--- src/rtl/zap_pkg.sv ---
// Shared types and constants for the Zapper flash/hit-test sequencer.
package zap_pkg;

  typedef enum logic [2:0] {
    IDLE,
    ARM,
    BLANK,
    TARGET,
    RESULT,
    COOLDOWN
  } zap_state_e;

  localparam int unsigned TIDX_W = 4;
  localparam int unsigned PLYR_W = 16;

  localparam int unsigned SHOT_BIT  = 0;
  localparam int unsigned HIT_BIT   = 1;
  localparam int unsigned CHEAT_BIT = 2;

  localparam int unsigned DEBOUNCE_CYCLES_DEFAULT = 500000;

  typedef struct packed {
    logic [PLYR_W-4:0] rsvd;
    logic              cheat;
    logic              hit;
    logic              shot;
  } plyr_input_t;

  // Builds the word game logic reads after a completed shot.
  function automatic plyr_input_t pack_plyr(input logic cheat, input logic hit);
    plyr_input_t p;
    p       = '0;
    p.cheat = cheat;
    p.hit   = hit;
    p.shot  = 1'b1;
    return p;
  endfunction

endpackage

--- src/rtl/zap_debounce.sv ---
// Trigger synchroniser + stability-counter debounce; emits a one-clock press
// pulse on the falling edge of the debounced (active-low) trigger.
module zap_debounce
  import zap_pkg::*;
#(
  parameter int unsigned SYNC_STAGES     = 2,
  parameter int unsigned DEBOUNCE_CYCLES = DEBOUNCE_CYCLES_DEFAULT
) (
  input  logic clk,
  input  logic rst,
  input  logic trigger_n_i,
  output logic press_o
);

  localparam int unsigned CNT_W = $clog2(DEBOUNCE_CYCLES + 1);
  localparam logic [CNT_W-1:0] CNT_MAX = CNT_W'(DEBOUNCE_CYCLES - 1);

  logic [SYNC_STAGES-1:0] sync_q;
  logic                   prev_q;
  logic [CNT_W-1:0]       cnt_q, cnt_d;
  logic                   level_q, level_d;
  logic                   press_q, press_d;
  logic                   trig_s;
  logic                   stable_c;

  assign trig_s   = sync_q[SYNC_STAGES-1];
  assign stable_c = (trig_s == prev_q);

  // Counter restarts on any change; level follows only after a full stable window.
  always_comb begin
    cnt_d   = '0;
    level_d = level_q;
    press_d = 1'b0;
    if (stable_c) begin
      cnt_d = (cnt_q == CNT_MAX) ? cnt_q : cnt_q + CNT_W'(1);
      if (cnt_q == CNT_MAX) begin
        level_d = trig_s;
      end
    end
    press_d = level_q & ~level_d;
  end

  always_ff @(posedge clk) begin
    if (!rst) begin
      sync_q  <= '0;
      prev_q  <= 1'b0;
      cnt_q   <= '0;
      level_q <= 1'b0;
      press_q <= 1'b0;
    end else begin
      sync_q  <= {sync_q[SYNC_STAGES-2:0], trigger_n_i};
      prev_q  <= trig_s;
      cnt_q   <= cnt_d;
      level_q <= level_d;
      press_q <= press_d;
    end
  end

  assign press_o = press_q;

endmodule

--- src/rtl/zapper_flash_seq.sv ---
// Zapper hit-test sequencer: black frame(s), one white target per frame, sensor sampling.
// Optional ZAP_LIGHT_CHECK_EN: light seen during BLANK flags cheat and skips the targets.
module zapper_flash_seq
  import zap_pkg::*;
#(
  parameter int unsigned SYNC_STAGES     = 2,
  parameter int unsigned DEBOUNCE_CYCLES = DEBOUNCE_CYCLES_DEFAULT,
  parameter int unsigned BLANK_FRAMES    = 1,
  parameter int unsigned NUM_TARGETS     = 4,
  parameter int unsigned COOLDOWN_FRAMES = 8
) (
  input  logic              clk,
  input  logic              rst,
  input  logic              trigger_n,
  input  logic              sensor,
  input  logic              frame_start,
  output logic              blank_screen,
  output logic              show_target,
  output logic [TIDX_W-1:0] target_idx,
  output logic              busy,
  output logic              result_valid,
  output logic [TIDX_W-1:0] hit_idx,
  output logic [PLYR_W-1:0] plyr_input
);

  localparam int unsigned FRAMES_MAX =
    (BLANK_FRAMES > COOLDOWN_FRAMES) ? BLANK_FRAMES : COOLDOWN_FRAMES;
  localparam int unsigned FCNT_W = $clog2(FRAMES_MAX + 1);
  localparam logic [FCNT_W-1:0] BLANK_LAST = FCNT_W'(BLANK_FRAMES - 1);
  localparam logic [FCNT_W-1:0] COOL_LAST  = FCNT_W'(COOLDOWN_FRAMES - 1);
  localparam logic [TIDX_W-1:0] TGT_LAST   = TIDX_W'(NUM_TARGETS - 1);

  logic press;
  logic [SYNC_STAGES-1:0] sensor_sync_q;
  logic sensor_s;
  logic sensor_blank_c;

  zap_state_e        state_q, state_d;
  logic [FCNT_W-1:0] frame_cnt_q, frame_cnt_d;
  logic [TIDX_W-1:0] tidx_q, tidx_d;
  logic [TIDX_W-1:0] hit_lat_q, hit_lat_d;
  logic              hit_q, hit_d;
  logic              cheat_q, cheat_d;

  logic              blank_q, blank_d;
  logic              show_q, show_d;
  logic [TIDX_W-1:0] target_idx_q, target_idx_d;
  logic              busy_q, busy_d;
  logic              rv_q, rv_d;
  logic [TIDX_W-1:0] hit_idx_q, hit_idx_d;
  plyr_input_t       plyr_q, plyr_d;

  zap_debounce #(
    .SYNC_STAGES    (SYNC_STAGES),
    .DEBOUNCE_CYCLES(DEBOUNCE_CYCLES)
  ) u_debounce (
    .clk        (clk),
    .rst        (rst),
    .trigger_n_i(trigger_n),
    .press_o    (press)
  );

  assign sensor_s = sensor_sync_q[SYNC_STAGES-1];

`ifdef ZAP_LIGHT_CHECK_EN
  assign sensor_blank_c = sensor_s;
`else
  assign sensor_blank_c = 1'b0;
`endif

  // Next-state and registered-output decode; outputs follow the next state.
  always_comb begin
    state_d      = state_q;
    frame_cnt_d  = frame_cnt_q;
    tidx_d       = tidx_q;
    hit_lat_d    = hit_lat_q;
    hit_d        = hit_q;
    cheat_d      = cheat_q;
    rv_d         = 1'b0;
    hit_idx_d    = hit_idx_q;
    plyr_d       = plyr_q;
    blank_d      = 1'b0;
    show_d       = 1'b0;
    target_idx_d = '0;
    busy_d       = 1'b0;

    case (state_q)
      IDLE: begin
        if (press) begin
          state_d   = ARM;
          tidx_d    = '0;
          hit_d     = 1'b0;
          hit_lat_d = '0;
          cheat_d   = 1'b0;
        end
      end
      ARM: begin
        if (frame_start) begin
          state_d     = BLANK;
          frame_cnt_d = '0;
        end
      end
      BLANK: begin
        if (sensor_blank_c) begin
          cheat_d = 1'b1;
        end
        if (frame_start) begin
          if (frame_cnt_q == BLANK_LAST) begin
            frame_cnt_d = '0;
            tidx_d      = '0;
            state_d     = cheat_d ? RESULT : TARGET;
          end else begin
            frame_cnt_d = frame_cnt_q + FCNT_W'(1);
          end
        end
      end
      TARGET: begin
        if (sensor_s && !hit_q) begin
          hit_d     = 1'b1;
          hit_lat_d = tidx_q;
        end
        if (frame_start) begin
          if (hit_d || (tidx_q == TGT_LAST)) begin
            state_d = RESULT;
          end else begin
            tidx_d = tidx_q + TIDX_W'(1);
          end
        end
      end
      RESULT: begin
        state_d     = COOLDOWN;
        frame_cnt_d = '0;
      end
      COOLDOWN: begin
        if (frame_start) begin
          if (frame_cnt_q == COOL_LAST) begin
            state_d     = IDLE;
            frame_cnt_d = '0;
          end else begin
            frame_cnt_d = frame_cnt_q + FCNT_W'(1);
          end
        end
      end
      default: begin
        state_d = IDLE;
      end
    endcase

    blank_d = (state_d == BLANK) || (state_d == TARGET);
    show_d  = (state_d == TARGET);
    busy_d  = (state_d == ARM) || (state_d == BLANK) ||
              (state_d == TARGET) || (state_d == RESULT);
    if (state_d == TARGET) begin
      target_idx_d = tidx_d;
    end
    if (state_d == RESULT) begin
      rv_d      = 1'b1;
      plyr_d    = pack_plyr(cheat_d, hit_d);
      hit_idx_d = hit_d ? hit_lat_d : '0;
    end
  end

  always_ff @(posedge clk) begin
    if (!rst) begin
      sensor_sync_q <= '0;
      state_q       <= IDLE;
      frame_cnt_q   <= '0;
      tidx_q        <= '0;
      hit_lat_q     <= '0;
      hit_q         <= 1'b0;
      cheat_q       <= 1'b0;
      blank_q       <= 1'b0;
      show_q        <= 1'b0;
      target_idx_q  <= '0;
      busy_q        <= 1'b0;
      rv_q          <= 1'b0;
      hit_idx_q     <= '0;
      plyr_q        <= '0;
    end else begin
      sensor_sync_q <= {sensor_sync_q[SYNC_STAGES-2:0], sensor};
      state_q       <= state_d;
      frame_cnt_q   <= frame_cnt_d;
      tidx_q        <= tidx_d;
      hit_lat_q     <= hit_lat_d;
      hit_q         <= hit_d;
      cheat_q       <= cheat_d;
      blank_q       <= blank_d;
      show_q        <= show_d;
      target_idx_q  <= target_idx_d;
      busy_q        <= busy_d;
      rv_q          <= rv_d;
      hit_idx_q     <= hit_idx_d;
      plyr_q        <= plyr_d;
    end
  end

  assign blank_screen = blank_q;
  assign show_target  = show_q;
  assign target_idx   = target_idx_q;
  assign busy         = busy_q;
  assign result_valid = rv_q;
  assign hit_idx      = hit_idx_q;
  assign plyr_input   = plyr_q;

endmodule

--- config.mk ---
export PLATFORM = sky130hd
export DESIGN_NAME = zapper_flash_seq
export DESIGN_NICKNAME = d
export VERILOG_FILES = /design/src/rtl/zap_pkg.sv /design/src/rtl/zap_debounce.sv /design/src/rtl/zapper_flash_seq.sv
export SDC_FILE = /design/constraint.sdc
export NUM_CORES = 1
export LEC_CHECK = 0
export BUFFER_PORTS_ARGS = -buffer_cell sky130_fd_sc_hd__clkbuf_2
export CAP_MARGIN = 5
export CORE_UTILIZATION = 52
export DETAILED_ROUTE_END_ITERATION = 10
export HOLD_SLACK_MARGIN = 0.03
export PLACE_DENSITY_LB_ADDON = 0.08
export SETUP_SLACK_MARGIN = 0.2
export SLEW_MARGIN = 15
export SYNTH_ARGS = -nofsm -noshare
export SYNTH_HDL_FRONTEND = slang
export SYNTH_HIERARCHICAL = 1
export SYNTH_SLANG_ARGS = --single-unit
--- constraint.sdc ---
create_clock -name clk -period 1.88 [get_ports clk]
set_clock_uncertainty 0.05 [all_clocks]
set_input_delay 0.188 -clock clk [delete_from_list [all_inputs] [get_ports clk]]
set_output_delay 0.188 -clock clk [all_outputs]
set_load 0.1 [all_outputs]
## Word-level counts from Yosys, hierarchy flattened

Cells that the tools add are included.

| storage, ports and cells | value |
|---|---|
| register bits | 58 |
| input bits | 5 |
| output and inout bits | 28 |
| logic and storage cells | 91 |

| operators by class | value |
|---|---|
| add/subtract/negate cells | 3 |
| eq/ne operators | 16 |
| multiplexer cells | 36 |
| bitwise operators | 2 |
| reductions and logical operators | 13 |

Operators with widths:

| cell | count |
|---|---|
| two-way mux 4 bit | 13 |
| two-way mux 3 bit | 9 |
| adder 19 x 1 -> 19 bit, second input constant | 1 |
| equality test 19 bit, second input constant | 1 |
| case mux 3 bit (6 select lines) | 1 |
| case mux 4 bit (4 select lines) | 1 |
| equality test 3 x 2 -> 1 bit, second input constant | 4 |
| case mux 4 bit (3 select lines) | 1 |
| equality test 3 bit, second input constant | 3 |
| adder 4 x 1 -> 4 bit, second input constant | 2 |
| two-way mux 1 bit | 8 |
| case mux 4 bit (2 select lines) | 1 |
| equality test 3 x 1 -> 1 bit, second input constant | 2 |
| != test 2 bit, second input constant | 3 |
| logical OR 1 bit | 5 |
| equality test 4 x 2 -> 1 bit, second input constant | 1 |
| equality test 4 x 3 -> 1 bit, second input constant | 1 |
| zero test 4 bit | 1 |
| case mux 1 bit (2 select lines) | 2 |
| AND reduction 2 bit | 2 |
| AND reduction 4 bit | 1 |
| nonzero test 4 bit | 1 |
| zero test 3 bit | 1 |
| AND 1 bit | 1 |
| other kinds (4) | 4 |

## Depth between registers and ports, before layout

Gate-level depths: netlist of run 1.

| logic depth | value |
|---|---|
| depth in word-level cells | 12 |
| depth in mapped cells | 7 |
| mapped depth without buffers | 6 |

## Modules after synthesis

Netlist of run 1, hierarchy kept.

Modules (own cells, without submodules):

| module | instances | cells each | area each (µm²) | sequential area each (µm²) |
|---|---|---|---|---|
| zapper_flash_seq | 1 | 192 | 1675.4 | 680.7 |
| zap_debounce | 1 | 119 | 1118.6 | 480.5 |

## Worst setup path before layout of run 1

Ideal clock, no wire load.

| path | value |
|---|---|
| path type | reg2reg |
| start point | register tidx_q[0] |
| end point | register busy_q, in the netlist busy |
| library setup time | 0.115 ns |
| arrival | 1.902 ns |
| required time | 1.715 ns |
| setup slack | -0.186 ns |
| cell stages (with the launch flop) | 7 |
| buffers on the path | 1 |
| clock period less this slack | 2.066 ns |
| cells stage by stage | dfxtp_1 -> ha_1 -> or3b_1 -> buf_2 -> o211a_1 -> or4_1 -> o21a_1 |

| between the ends | value |
|---|---|
| longest elaborated chain between the ends | 9 |
| elaborated cells between the ends (all ways) | 12 |
| classes of those cells | eq/ne (5); mux (3); reduce/logical (4) |

RTL lines:

| item | RTL line | text |
|---|---|---|
| start, declared | zapper_flash_seq.sv:40 | `logic [TIDX_W-1:0] tidx_q, tidx_d;` |
| start signal, assigned | zapper_flash_seq.sv:183 | `tidx_q <= tidx_d;` |
| equality test 4 x 2 -> 1 bit (*) | zapper_flash_seq.sv:123 | `if (hit_d \|\| (tidx_q == TGT_LAST)) begin` |
| logical OR 1 bit (*) | zapper_flash_seq.sv:123 |  |
| two-way mux 3 bit (*) | zapper_flash_seq.sv:123 |  |
| two-way mux 3 bit (*) | zapper_flash_seq.sv:122 | `if (frame_start) begin` |
| case mux 3 bit (6 select lines) (*) | zapper_flash_seq.sv:87 | `case (state_q)` |
| equality test 3 x 1 -> 1 bit or equality test 3 x 2 -> 1 bit (tied branches) | zapper_flash_seq.sv:151 | `busy_d = (state_d == ARM) \|\| (state_d == BLANK) \|\|` |
| logical OR 1 bit (2 in a row) | zapper_flash_seq.sv:151 |  |
| logical OR 1 bit (*) | zapper_flash_seq.sv:152 | `(state_d == TARGET) \|\| (state_d == RESULT);` |
| end signal, assigned | zapper_flash_seq.sv:190 | `busy_q <= busy_d;` |
| end, declared | zapper_flash_seq.sv:48 | `logic busy_q, busy_d;` |

Mark *: on every way between the ends. The rest lies on a longest branch, timed or not.
A chain may end at the register's enable or synchronous reset.

## Worst setup path in the final report of run 1

Same ends and word-level chain as after synthesis.

==> impl_metrics.py, run 1 <==
metrics = {
    "run_status": {
        "outcome": "finished, violations left",
        "violations": "setup timing",
    },
    "clock_tree": {
        "cts_root_buf": "clkbuf_8",
        "clkSinkCount": 58,
        "clockBufferDepth": 2,
        "numCtsBuffers": 9,
        "clkTransAtPathRegs_ns": 0.07,
        "cts_tree": "yes",
        "clk_latency_ns": 0.35,
        "htree_levels": 3,
    },
    "detailed_routing": {
        "wl_met3_um": 161,
        "wl_per_cell_um": 14.5,
        "viasPerCell": 5.54,
        "wirelength_um": 6430,
        "first_pass_iters": 4,
        "drcViolationCount": 0,
        "route.met2.wl_um": 3250,
        "num_vias": 2459,
        "ant_nets": 0,
        "dr.max_layer_used": "met4",
        "drt_iter0_markers": 106,
        "wl_met1_um": 2890,
    },
    "logic_synthesis": {
        "syn_avg_cell_area_um2": 8.98,
        "synth.distinct_cells": 66,
        "synth-seq-area-share": 0.416,
        "ys.flop_type": "dfxtp_1",
        "ys_top_cells_by_count": "dfxtp_1 (58), nand2_1 (20), nor2_1 (19)",
        "yosys_warnings": 6,
        "syn_inst": 311,
        "synth-edff-count": 0,
        "yosys.area.top_type": "dfxtp_1",
        "synth.most_common_cell": "dfxtp_1",
        "async_flop_share": 0,
        "syn_area_um2": 2790,
        "synth_area_leaders": "dfxtp_1 (42%), buf_4 (3.5%), a31oi_1 (3.1%)",
        "synth-seq-cells": 58,
        "synth_top_area_frac": 0.416,
    },
    "job": {
        "drv_cap": 0,
    },
    "sta": {
        "period_minus_slack_ns": 1.90,
        "rsz0062_at_grt": "true",
        "finalCritPeriodShare": 1.01,
        "worst_slack_ns": -0.0168,
        "setup_viol": 1,
        "worst_slew_pin_slew_ns": 0.545,
        "fmax_mhz": 527,
        "final_max_slew_viol_count": 0,
        "finalHoldViolations": 0,
        "slew_headroom": 0.638,
        "holdWs_ns": 0.0796,
        "finalSetupTns_ns": -0.0168,
    },
    "critical_path": {
        "r2r_start": "tidx_q[0]",
        "reg2reg_to": "busy",
        "worst_ep_arrival_time_ns": 2.08,
        "ff2ff_path_depth": 5,
        "rrSetupSlack_ns": -0.02,
        "worst-setup-path-type": "reg2reg",
        "required_ns": 2.07,
        "cp-end-kind": "register",
        "startpoint": "tidx_q[0]",
        "start_kind": "register",
        "worstPathMaxFanout": 3,
        "crit_end": "busy",
    },
    "floorplanning": {
        "fp-row-count": 26,
        "initial_utilization": 0.544,
        "die_y_um": 75.3,
        "dieArea_um2": 5670,
        "io_pins": 33,
        "die_w_um": 75.3,
        "core_um2": 5140,
    },
    "cells_and_area": {
        "fin_util": 0.713,
        "antenna_cells": 0,
        "layout.nets": 378,
        "syn_to_final_growth_pct": 31.2,
        "regArea_um2": 1170,
        "drive_above_1_share": 0.364,
        "multiInputGateArea_um2": 1700,
        "n_fill_cell": 420,
        "final_cell_area_um2": 3660,
    },
    "placed_design": {
        "place.gp.congestion": 0.832,
        "io_buffers": 19,
        "hpwl_um": 4380,
        "placed_cell_area_um2": 3120,
        "pre_cts_slack_ns": -0.0267,
    },
    "global_routing": {
        "antenna_found_initial": 0,
        "grt_pass1_wl_um": 10100,
        "grt_pass1_vias": 2253,
        "gr-total-overflow": 0,
        "grt_max_degree": 18,
        "gr-usage-all-layers": 0.240,
    },
    "power_and_ir_drop": {
        "p_per_area_nw_per_um2": 727,
        "p_leak_uw": 0.00146,
        "ir_drop_mv": 0.463,
    },
    "worst_hold_path": {
        "hp-class": "in2reg",
    },
}
how the worst min path moves through the flow:
| stage | endpoint | from | depth (start not counted) | slack (ns) |
|---|---|---|---|---|
| 2_1_floorplan | u_debounce/sync_q[0] | rst | 1 | 0.26 |
| 3_3_place_gp | u_debounce/sync_q[0] | trigger_n | 2 | 0.34 |
| 3_5_place_dp | u_debounce/sync_q[0] | trigger_n | 2 | 0.35 |
| 4_1_cts | u_debounce/sync_q[0] | rst | 2 | 0.08 |
| 5_1_grt | u_debounce/sync_q[1] | rst | 2 | 0.09 |
| 6_report | u_debounce/sync_q[0] | rst | 2 | 0.08 |
cell usage in the layout, fill, tap and decap left out, types with 3 or more instances in the layout:
cell	count
and4_4	3
clkbuf_8	11
and2_1	9
nand3_1	13
nand2_1	19
a31oi_1	13
o21a_1	3
a21oi_1	14
nor2_1	17
buf_4	35
o21ai_0	7
clkbuf_2	19
nand4_1	9
buf_6	5
inv_2	3
xor2_1	9
and3_1	5
inv_1	5
clkinvlp_4	3
nand2b_1	5
dfxtp_2	7
or3_1	5
o21ai_1	5
conb_1	13
nor3_1	4
dfxtp_1	50
power by group:
part | internal [uW] | leakage [uW] | switching (uW) | total, uW
clock | 688 | 0.0000982 | 531 | 1220
sequential | 1240 | 0.000473 | 8.83 | 1250
combinational | 36.6 | 0.000888 | 163 | 200
total | 1960 | 0.00146 | 703 | 2660
critical path, stage by stage, from the launching register on:
cell,delay [ns]
dfxtp_2,0.36
ha_4,0.13
or3b_4,0.39
o211a_4,0.26
or4_4,0.41
o21a_1,0.19
cell type report:
cell class / count / area share
flip-flops and latches: 58 / 0.320
multi-input cells: 229 / 0.465
clock buffers: 11 / 0.0413
well taps: 70 / 0.0239
inverters: 9 / 0.00922
clock inverters: 5 / 0.0167
repair buffers: 62 / 0.124
metal layers:
metal,vias up,track usage
met2,33,0.414
met1,1175,0.269
met3,15,0.0741
met5,-,0
met4,0,0.117
li1,1236,-
kinds of logic after synthesis:
kind of cell	synth area share
simple gates	0.288
compound gates	0.164
flops	0.416
buf+inv	0.0775
xor+xnor	0.0282
fa+ha+maj	0.0179
mux	0.00717
other cells	0.00134
flip-flops by register name (all words and copies together), names as in the netlist, 2 cells and up:
| name | flops |
|---|---|
| u_debounce/sync_q | 2 |
| tidx_q | 4 |
| state_q | 3 |
| frame_cnt_q | 4 |
| plyr_input | 3 |
| u_debounce/cnt_q | 19 |
| sensor_sync_q | 2 |
| hit_idx | 4 |
| target_idx | 4 |
| hit_lat_q | 4 |
repair_timing:
action / CTS / global route
endpoints found under the setup margin: 24 / 31
setup buffers: 1 / 5
resized for setup: 24 / 38
hold buffers: 2 / 0
pin swaps: 4 / 11
endpoints found under the hold margin: 2 / 0
per-stage QoR:
stage	power (uW)	std cells
floorplan	1450	323
global placement	1460	420
detailed placement	1470	420
CTS	2680	439
global route	2750	444
finish	2660	444
(Power assumes the default switching activity.)
==> inputs of run 2 (changes only) <==
==> constraint.sdc (replaced) <==
create_clock -name clk -period 1.6 [get_ports clk]
set_clock_uncertainty 0.05 [all_clocks]
set_input_delay 0.16 -clock clk [delete_from_list [all_inputs] [get_ports clk]]
set_output_delay 0.16 -clock clk [all_outputs]
set_load 0.1 [all_outputs]
==> run 2 against run 1 <==
Sequential power up 17%. The run still ends with setup timing left. Flip-flop and latch count unchanged. Setup slack worse by 0.28 ns. Total power up 13%. Largest power group unchanged. First-iteration DRC count up 19%. Final cell count up 6.8%.
==> impl_metrics.py, run 2 (synthesis results as in run 1) <==
metrics = {
    "run_status": {
        "outcome": "finished, violations left",
        "violations": "setup timing",
    },
    "power_and_ir_drop": {
        "ir_drop_mv": 0.823,
        "power_frac_seq": 0.487,
        "p_leak_uw": 0.00168,
        "p_sw_frac": 0.258,
        "p_total_uw": 3010,
        "power.switching_uw": 777,
        "combinationalPowerShare": 0.090,
        "power.internal_uw": 2230,
        "p_per_area_nw_per_um2": 718,
        "pwr-share-clk": 0.423,
    },
    "sta": {
        "final_max_slew_viol_count": 0,
        "finalCritPeriodShare": 1.19,
        "fmax_mhz": 527,
        "setup_viol": 20,
        "rsz0062_at_grt": "true",
        "slew_headroom": 0.637,
        "period_minus_slack_ns": 1.90,
        "finalSetupTns_ns": -3.21,
        "finalHoldViolations": 0,
        "worst_slew_pin_slew_ns": 0.546,
        "worst_slack_ns": -0.297,
    },
    "detailed_routing": {
        "drt_iter0_markers": 126,
        "drcViolationCount": 0,
        "num_vias": 2721,
        "wl_per_cell_um": 16.9,
        "wirelength_um": 8010,
        "first_pass_iters": 4,
        "viasPerCell": 5.74,
        "ant_nets": 0,
    },
    "global_routing": {
        "antenna_found_initial": 0,
        "gr-usage-all-layers": 0.296,
        "gr-total-overflow": 0,
        "grt_pass1_wl_um": 12300,
        "grt_pass1_vias": 2561,
        "grt_max_degree": 13,
    },
    "clock_tree": {
        "cts_root_buf": "clkbuf_8",
        "cts_tree": "yes",
        "clkSinkCount": 58,
        "htree_levels": 3,
        "numCtsBuffers": 9,
        "clkTransAtPathRegs_ns": 0.07,
        "clk_latency_ns": 0.34,
        "clockBufferDepth": 2,
    },
    "critical_path": {
        "cp-end-kind": "register",
        "r2r_start": "tidx_q[1]",
        "required_ns": 1.78,
        "worstPathMaxFanout": 3,
        "startpoint": "tidx_q[1]",
        "worst_ep_arrival_time_ns": 2.08,
        "worst-setup-path-type": "reg2reg",
        "start_kind": "register",
    },
    "floorplanning": {
        "core_um2": 5140,
        "fp-row-count": 26,
        "die_w_um": 75.3,
        "initial_utilization": 0.544,
        "dieArea_um2": 5670,
        "io_pins": 33,
        "die_y_um": 75.3,
    },
    "cells_and_area": {
        "instances_no_fill": 474,
        "most-common-layout-cells": "buf_4 (55), dfxtp_1 (39), clkbuf_2 (19)",
        "layout.nets": 409,
        "antenna_cells": 0,
        "largest_reg_flops": 19,
        "n_fill_cell": 318,
        "syn_to_final_growth_pct": 49.9,
        "drive_above_1_share": 0.495,
        "final_common_cell": "buf_4",
        "final_cell_area_um2": 4190,
        "regMostFlops": "u_debounce/cnt_q",
    },
    "worst_hold_path": {
        "hp-class": "in2reg",
        "min_from": "rst",
    },
    "placed_design": {
        "pre_cts_slack_ns": -0.446,
        "dpl.cell_count": 435,
        "hpwl_um": 4730,
        "placed_cell_area_um2": 3330,
        "io_buffers": 19,
        "place.gp.congestion": 0.813,
    },
    "job": {
        "drv_cap": 0,
    },
}
==> run 2: cell types whose count changed in the layout (fill, tap and decap cells not counted), sizes merged, moves of 2 or more <==
cell      before  now
clkinvlp       3    0
buf           41   71
clkinv         1    3
clkbuf        30   32
==> run 2: worst max-delay path: stages (launching register included) <==
cell	delay [ns]
dfxtp_4	0.36
ha_4	0.13
or3b_4	0.38
o211a_1	0.25
or4_1	0.42
o21a_1	0.20
==> run 2: power groups by stage <==
stage | logic (uW) | clock network, uW | registers (uW)
after global routing | 282 | 1360 | 1460
after detailed placement | 237 | 0 | 1500
after floorplan | 208 | 0 | 1500
final | 269 | 1270 | 1460
after global placement | 236 | 0 | 1500
after CTS | 255 | 1300 | 1460
==> run 2: layout make-up <==
| cell class | instances | area [um2] | share of cell area |
|---|---|---|---|
| clock inverter | 2 | 10.0 | 0.00239 |
| multi-input combinational | 229 | 1940 | 0.462 |
| tap | 70 | 87.6 | 0.0209 |
| clock buffer | 13 | 179 | 0.0427 |
| inverter | 9 | 33.8 | 0.00807 |
| timing repair buffer | 93 | 749 | 0.179 |
| sequential | 58 | 1190 | 0.285 |
==> run 2: what timing repair did <==
item | in CTS | in global routing
cloned | 1 | 0
setup endpoints to repair | 45 | 50
setup buffers | 14 | 7
hold buffers | 2 | 0
endpoints found under the hold margin | 2 | 0
pin swaps | 34 | 14
resized for setup | 71 | 31
==> run 2: final timing paths <==
check,endpoint,slack (ns),cells after the start
worst max-delay path,busy,-0.30,5
worst min-delay path,u_debounce/sync_q[1],0.20,2
worst max register to register,busy,-0.30,5
worst min register to register,sensor_sync_q[1],0.39,1
==> run 2: through the flow <==
step | utilization | hold slack, ns
2_1_floorplan | - | 0.232
3_3_place_gp | 0.647 | 0.319
3_5_place_dp | 0.647 | 0.318
4_1_cts | 0.773 | 0.175
5_1_grt | 0.815 | 0.217
6_report | 0.815 | 0.196
==> run 2: per-layer routing <==
metal,global-route usage,share of wire
met2,0.500,0.51
met4,0.117,0.027
met5,0,0
met3,0.0767,0.038
met1,0.361,0.43
